===== config.mk =====
export PLATFORM = sky130hd
export DESIGN_NAME = inert_intf
export DESIGN_NICKNAME = d
export VERILOG_FILES = /design/src/rtl/inert_intf.sv
export SDC_FILE = /design/constraint.sdc
export NUM_CORES = 1
export LEC_CHECK = 0
export CAP_MARGIN = 20
export CORE_AREA = 4 4 143 145
export DETAILED_ROUTE_END_ITERATION = 7
export DIE_AREA = 0 0 147 149
export GPL_TIMING_DRIVEN = 0
export MAX_ROUTING_LAYER = met4
export PLACE_DENSITY = 0.5
export SYNTH_ARGS = -nofsm -noshare
export SYNTH_HDL_FRONTEND = slang
export SYNTH_SLANG_ARGS = --single-unit

===== constraint.sdc =====
create_clock -name clk -period 4.9 [get_ports clk]
set_input_delay 0.98 -clock clk [delete_from_list [all_inputs] [get_ports clk]]
set_output_delay 0.98 -clock clk [all_outputs]
set_load 0.1 [all_outputs]

===== src/rtl/inert_intf.sv =====
// SPI-attached inertial sensor front end: power-up wait, four register writes,
// then a six-byte rate read burst every time the sensor signals data-ready.
module inert_intf #(
  parameter int PWR_BITS = 16
) (
  input  logic        clk,
  input  logic        rst_n,
  input  logic        INT,
  input  logic        done,
  input  logic [15:0] rd_data,
  output logic        wrt,
  output logic [15:0] cmd,
  output logic [15:0] ptch_rt,
  output logic [15:0] roll_rt,
  output logic [15:0] yaw_rt,
  output logic        vld,
  output logic        init_done
);

  typedef enum logic [2:0] {
    PWR_WAIT,
    INIT_ISSUE,
    INIT_WAIT,
    IDLE,
    RD_ISSUE,
    RD_WAIT,
    UPDATE
  } state_t;

  state_t state_q, state_d;

  logic [PWR_BITS-1:0] pwr_cnt_q, pwr_cnt_d;
  logic [1:0]          init_idx_q, init_idx_d;
  logic [2:0]          rd_idx_q, rd_idx_d;
  logic [7:0]          byte_q [6];
  logic [7:0]          byte_d [6];

  logic        wrt_q, wrt_d;
  logic [15:0] cmd_q, cmd_d;
  logic [15:0] ptch_q, ptch_d;
  logic [15:0] roll_q, roll_d;
  logic [15:0] yaw_q, yaw_d;
  logic        vld_q, vld_d;
  logic        init_done_q, init_done_d;

  logic int_meta_q, int_sync_q;
  logic done_prev_q;
  logic done_rise;

  // Only the low byte of each SPI word carries register data.
  logic unused_rd_hi;
  assign unused_rd_hi = ^rd_data[15:8];

  // A done level still high from the previous transaction is not a completion.
  assign done_rise = done & ~done_prev_q;

  function automatic logic [15:0] init_word(input logic [1:0] idx);
    case (idx)
      2'd0:    return 16'h0D02;
      2'd1:    return 16'h1062;
      2'd2:    return 16'h1162;
      default: return 16'h1460;
    endcase
  endfunction

  function automatic logic [15:0] rd_word(input logic [2:0] idx);
    case (idx)
      3'd0:    return 16'hA200;
      3'd1:    return 16'hA300;
      3'd2:    return 16'hA400;
      3'd3:    return 16'hA500;
      3'd4:    return 16'hA600;
      default: return 16'hA700;
    endcase
  endfunction

  always_comb begin
    state_d     = state_q;
    pwr_cnt_d   = pwr_cnt_q;
    init_idx_d  = init_idx_q;
    rd_idx_d    = rd_idx_q;
    for (int i = 0; i < 6; i++) begin
      byte_d[i] = byte_q[i];
    end
    wrt_d       = 1'b0;
    cmd_d       = cmd_q;
    ptch_d      = ptch_q;
    roll_d      = roll_q;
    yaw_d       = yaw_q;
    vld_d       = 1'b0;
    init_done_d = init_done_q;

    // wrt/cmd are set on entry to an ISSUE state so they are registered and
    // coincide with that state; ISSUE always exits to WAIT, giving a 1-cycle pulse.
    case (state_q)
      PWR_WAIT: begin
        pwr_cnt_d = pwr_cnt_q + PWR_BITS'(1);
        if (pwr_cnt_d == '1) begin
          state_d = INIT_ISSUE;
          wrt_d   = 1'b1;
          cmd_d   = init_word(init_idx_q);
        end
      end

      INIT_ISSUE: begin
        state_d = INIT_WAIT;
      end

      INIT_WAIT: begin
        if (done_rise) begin
          if (init_idx_q == 2'd3) begin
            init_done_d = 1'b1;
            state_d     = IDLE;
          end else begin
            init_idx_d = init_idx_q + 2'd1;
            state_d    = INIT_ISSUE;
            wrt_d      = 1'b1;
            cmd_d      = init_word(init_idx_q + 2'd1);
          end
        end
      end

      IDLE: begin
        if (int_sync_q) begin
          rd_idx_d = 3'd0;
          state_d  = RD_ISSUE;
          wrt_d    = 1'b1;
          cmd_d    = rd_word(3'd0);
        end
      end

      RD_ISSUE: begin
        state_d = RD_WAIT;
      end

      RD_WAIT: begin
        if (done_rise) begin
          for (int i = 0; i < 6; i++) begin
            if (rd_idx_q == 3'(i)) begin
              byte_d[i] = rd_data[7:0];
            end
          end
          if (rd_idx_q == 3'd5) begin
            // All three rates are published together from the fresh bytes.
            state_d = UPDATE;
            vld_d   = 1'b1;
            ptch_d  = {byte_d[1], byte_d[0]};
            roll_d  = {byte_d[3], byte_d[2]};
            yaw_d   = {byte_d[5], byte_d[4]};
          end else begin
            rd_idx_d = rd_idx_q + 3'd1;
            state_d  = RD_ISSUE;
            wrt_d    = 1'b1;
            cmd_d    = rd_word(rd_idx_q + 3'd1);
          end
        end
      end

      UPDATE: begin
        state_d = IDLE;
      end

      default: begin
        state_d = PWR_WAIT;
      end
    endcase
  end

  always_ff @(posedge clk or negedge rst_n) begin
    if (!rst_n) begin
      state_q     <= PWR_WAIT;
      pwr_cnt_q   <= '0;
      init_idx_q  <= 2'd0;
      rd_idx_q    <= 3'd0;
      for (int i = 0; i < 6; i++) begin
        byte_q[i] <= 8'h00;
      end
      wrt_q       <= 1'b0;
      cmd_q       <= 16'h0000;
      ptch_q      <= 16'h0000;
      roll_q      <= 16'h0000;
      yaw_q       <= 16'h0000;
      vld_q       <= 1'b0;
      init_done_q <= 1'b0;
      int_meta_q  <= 1'b0;
      int_sync_q  <= 1'b0;
      done_prev_q <= 1'b0;
    end else begin
      state_q     <= state_d;
      pwr_cnt_q   <= pwr_cnt_d;
      init_idx_q  <= init_idx_d;
      rd_idx_q    <= rd_idx_d;
      for (int i = 0; i < 6; i++) begin
        byte_q[i] <= byte_d[i];
      end
      wrt_q       <= wrt_d;
      cmd_q       <= cmd_d;
      ptch_q      <= ptch_d;
      roll_q      <= roll_d;
      yaw_q       <= yaw_d;
      vld_q       <= vld_d;
      init_done_q <= init_done_d;
      int_meta_q  <= INT;
      int_sync_q  <= int_meta_q;
      done_prev_q <= done;
    end
  end

  assign wrt       = wrt_q;
  assign cmd       = cmd_q;
  assign ptch_rt   = ptch_q;
  assign roll_rt   = roll_q;
  assign yaw_rt    = yaw_q;
  assign vld       = vld_q;
  assign init_done = init_done_q;

endmodule


==> results.json <==
{
  "max-cap-violations": 0,
  "hpwlAfterDp_um": 9300,
  "rsz0062_at_grt": "false",
  "crit_type": "reg2out",
  "nNetsFinal": 659,
  "h-tree-depth": 4,
  "fin_tns_setup_ps": 0,
  "p_int_mw": 2.26,
  "yosysTopAreaCellShare_pct": 55.3,
  "start_util_pct": 29.5,
  "path_clk_slew_ps": 60,
  "post-place-cells": 871,
  "leakage_nw": 3.48,
  "cp_max_fo": 4,
  "setup_viol": 0,
  "seqPwrFrac_pct": 35.0,
  "fp.dieW_um": 147,
  "wirelength_um": 13300,
  "period_share_pct": 62.0,
  "wire_per_inst_um": 14.8,
  "skew_ps": 9.84,
  "diodes": 0,
  "power.switching_mw": 1.29,
  "ys.flop_type": "dfrtp_1",
  "vdd_drop_max_uv": 267,
  "grt_pass1_vias": 4324,
  "die_h_um": 149,
  "cts_setup_buffers": 0,
  "grt_pass1_wl_um": 22700,
  "die_area_mm2": 0.0219,
  "overflow": 0,
  "status": "completed",
  "syn_area_per_cell_um2": 10.7,
  "cts_hold_buffers": 0,
  "final_antenna_net_count": 0,
  "yosysWarnings": 0,
  "instances_no_fill": 902,
  "fmax_ghz": 0.329,
  "power.density_mw_per_mm2": 484,
  "cts_tree": "done",
  "routed_via_density": 4.53,
  "drv_slew": 0,
  "async_flop_share_pct": 100,
  "synth_cells": 528,
  "cts_root_buf": "clkbuf_16",
  "clk_path_buf_depth": 2,
  "antenna_found_initial": 0,
  "grt_use_total_pct": 13.4,
  "min_period_ps": 3040,
  "clk_latency_ps": 420,
  "worstSetupStartpointType": "register",
  "area_growth_pct": 29.7,
  "drc": 0,
  "power_frac_clock_pct": 34.8,
  "yosys-top-cells-area": "dfrtp_1 55%, nand2_1 9.2%, mux2_1 5.2%, mux2_2 3.6%, mux2i_1 3.4%",
  "worstPathArrival_ps": 2060,
  "io-pin-count": 87,
  "gp_congestion": 0.843,
  "combPwrFrac_pct": 30.2,
  "via_count": 4087,
  "dr.pass1.iters": 5,
  "numPortBuffers": 72,
  "num_rows": 51,
  "total_power_mw": 3.55,
  "clock-sinks": 125,
  "hold_viol": 0,
  "tritoncts.num_buffers": 17,
  "critPathRequiredTime_ps": 3920,
  "synth_cell_types": 50,
  "synth-edff-count": 0,
  "ys_ff_latch": 125,
  "slew_headroom_pct": 31.0,
  "crit_path_end_kind": "output pin",
  "layout-drive-gt1-share_pct": 12.4,
  "hold_class": "reg2reg",
  "mappedNetlistArea_mm2": 0.00566,
  "ctsResizeCount": 0,
  "fp.coreArea_mm2": 0.0192,
  "seq_area_frac_synth_pct": 55.3,
  "drt_iter0_markers": 243,
  "synth.largest_area_cell": "dfrtp_1",
  "swShare_pct": 36.4,
  "worstMarginPinSlew_ps": 1030,
  "grt_max_degree": 66
}
placed cells by master (no fill, tap or decap), types with 4 or more instances in the layout:
cell type	n
dfrtp_1	125
o21ai_1	19
mux2_2	18
clkbuf_1	18
mux2_4	4
inv_1	8
xnor2_1	17
ha_1	14
nor2_1	17
clkdlybuf4s50_1	71
nand2_1	138
buf_4	10
o21ai_0	10
nand3_1	7
conb_1	6
a21oi_1	8
mux2i_1	19
nand4_1	6
nor3_1	12
clkbuf_16	17
mux2_1	26
inv_2	4
per-stage QoR:
step	util, %	cell area, um2	hold slack (ps)	setup slack [ps]
finish	38.2	7340	355	1860
detailed placement	35.2	6760	344	1490
floorplan	-	5680	331	2560
global route	38.2	7340	371	1750
global placement	35.0	6730	342	-2150
CTS	38.2	7340	356	1820
registers in the layout, summed over array words and instances, names as in the netlist, 2 cells and up:
| signal | count |
|---|---|
| cmd | 7 |
| byte_q | 40 |
| rd_idx_q | 3 |
| state_q | 3 |
| roll_rt | 16 |
| init_idx_q | 2 |
| pwr_cnt_q | 16 |
| yaw_rt | 16 |
| ptch_rt | 16 |
critical path, stage by stage (launching register included):
cell             delay, ps
dfrtp_1                400
buf_4                  120
clkdlybuf4s50_1       1120
final timing paths:
check | cells after the start | slack [ps] | start | end
max in group asynchronous | 2 | 3640 | rst_n | pwr_cnt_q[15]
min reg2reg | 0 | 360 | int_meta_q | int_sync_q
max reg2reg | 8 | 2100 | state_q[2] | roll_rt[9]
min in group asynchronous | 1 | 540 | rst_n | pwr_cnt_q[3]
max | 2 | 1860 | cmd[12] | cmd[12]
min | 0 | 360 | int_meta_q | int_sync_q
Yosys cell counts (2+ instances only):
cell type	instances
a21oi_1	8
a22o_1	3
and2_1	3
and3_1	3
buf_2	3
buf_4	10
clkbuf_1	18
dfrtp_1	125
ha_1	14
inv_1	8
inv_2	4
mux2_1	26
mux2_2	18
mux2_4	4
mux2i_1	19
nand2_1	138
nand2b_1	3
nand3_1	7
nand4_1	6
nand4b_1	2
nor2_1	17
nor2b_1	2
nor3_1	12
nor4_1	2
o211ai_1	2
o21ai_0	10
o21ai_1	19
o22ai_1	2
or3_1	2
xnor2_1	17
xor2_1	2
metal layers:
layer,global-route usage [%],part of all wire [%],wire (um)
met5,-,0,0
met4,4.01,1.2,166
met3,3.86,4.8,645
met2,20.4,47,6270
met1,17.4,47,6230
area by class of cell:
| class | instances | area [um2] |
|---|---|---|
| Multi-Input combinational cell | 364 | 2340 |
| Buffer | 32 | 161 |
| Clock inverter | 13 | 141 |
| Tap cell | 265 | 332 |
| Clock buffer | 18 | 439 |
| Timing Repair Buffer | 73 | 749 |
| Inverter | 12 | 45.0 |
| Sequential cell | 125 | 3130 |
| Fill cell | 1890 | 11900 |
logic make-up after synthesis:
logic type,synth area share [%]
xor gates and xnor gates,2.94
adders and majority gates,3.09
muxes,13.2
buffers and inverters,3.65
and+or+nand+nor,15.6
AOI/OAI and AO/OA,6.21
DFF,55.3
other,0.0662
power by group through the flow:
stage                     combinational (mW)  sequential, mW  clock, mW
after floorplan                        0.587            1.48          0
after global placement                  1.06            1.26          0
after detailed placement                1.08            1.26          0
after CTS                               1.08            1.24       1.27
after global routing                    1.16            1.26       1.33
final                                   1.07            1.24       1.24
(Power assumes the default switching activity.)
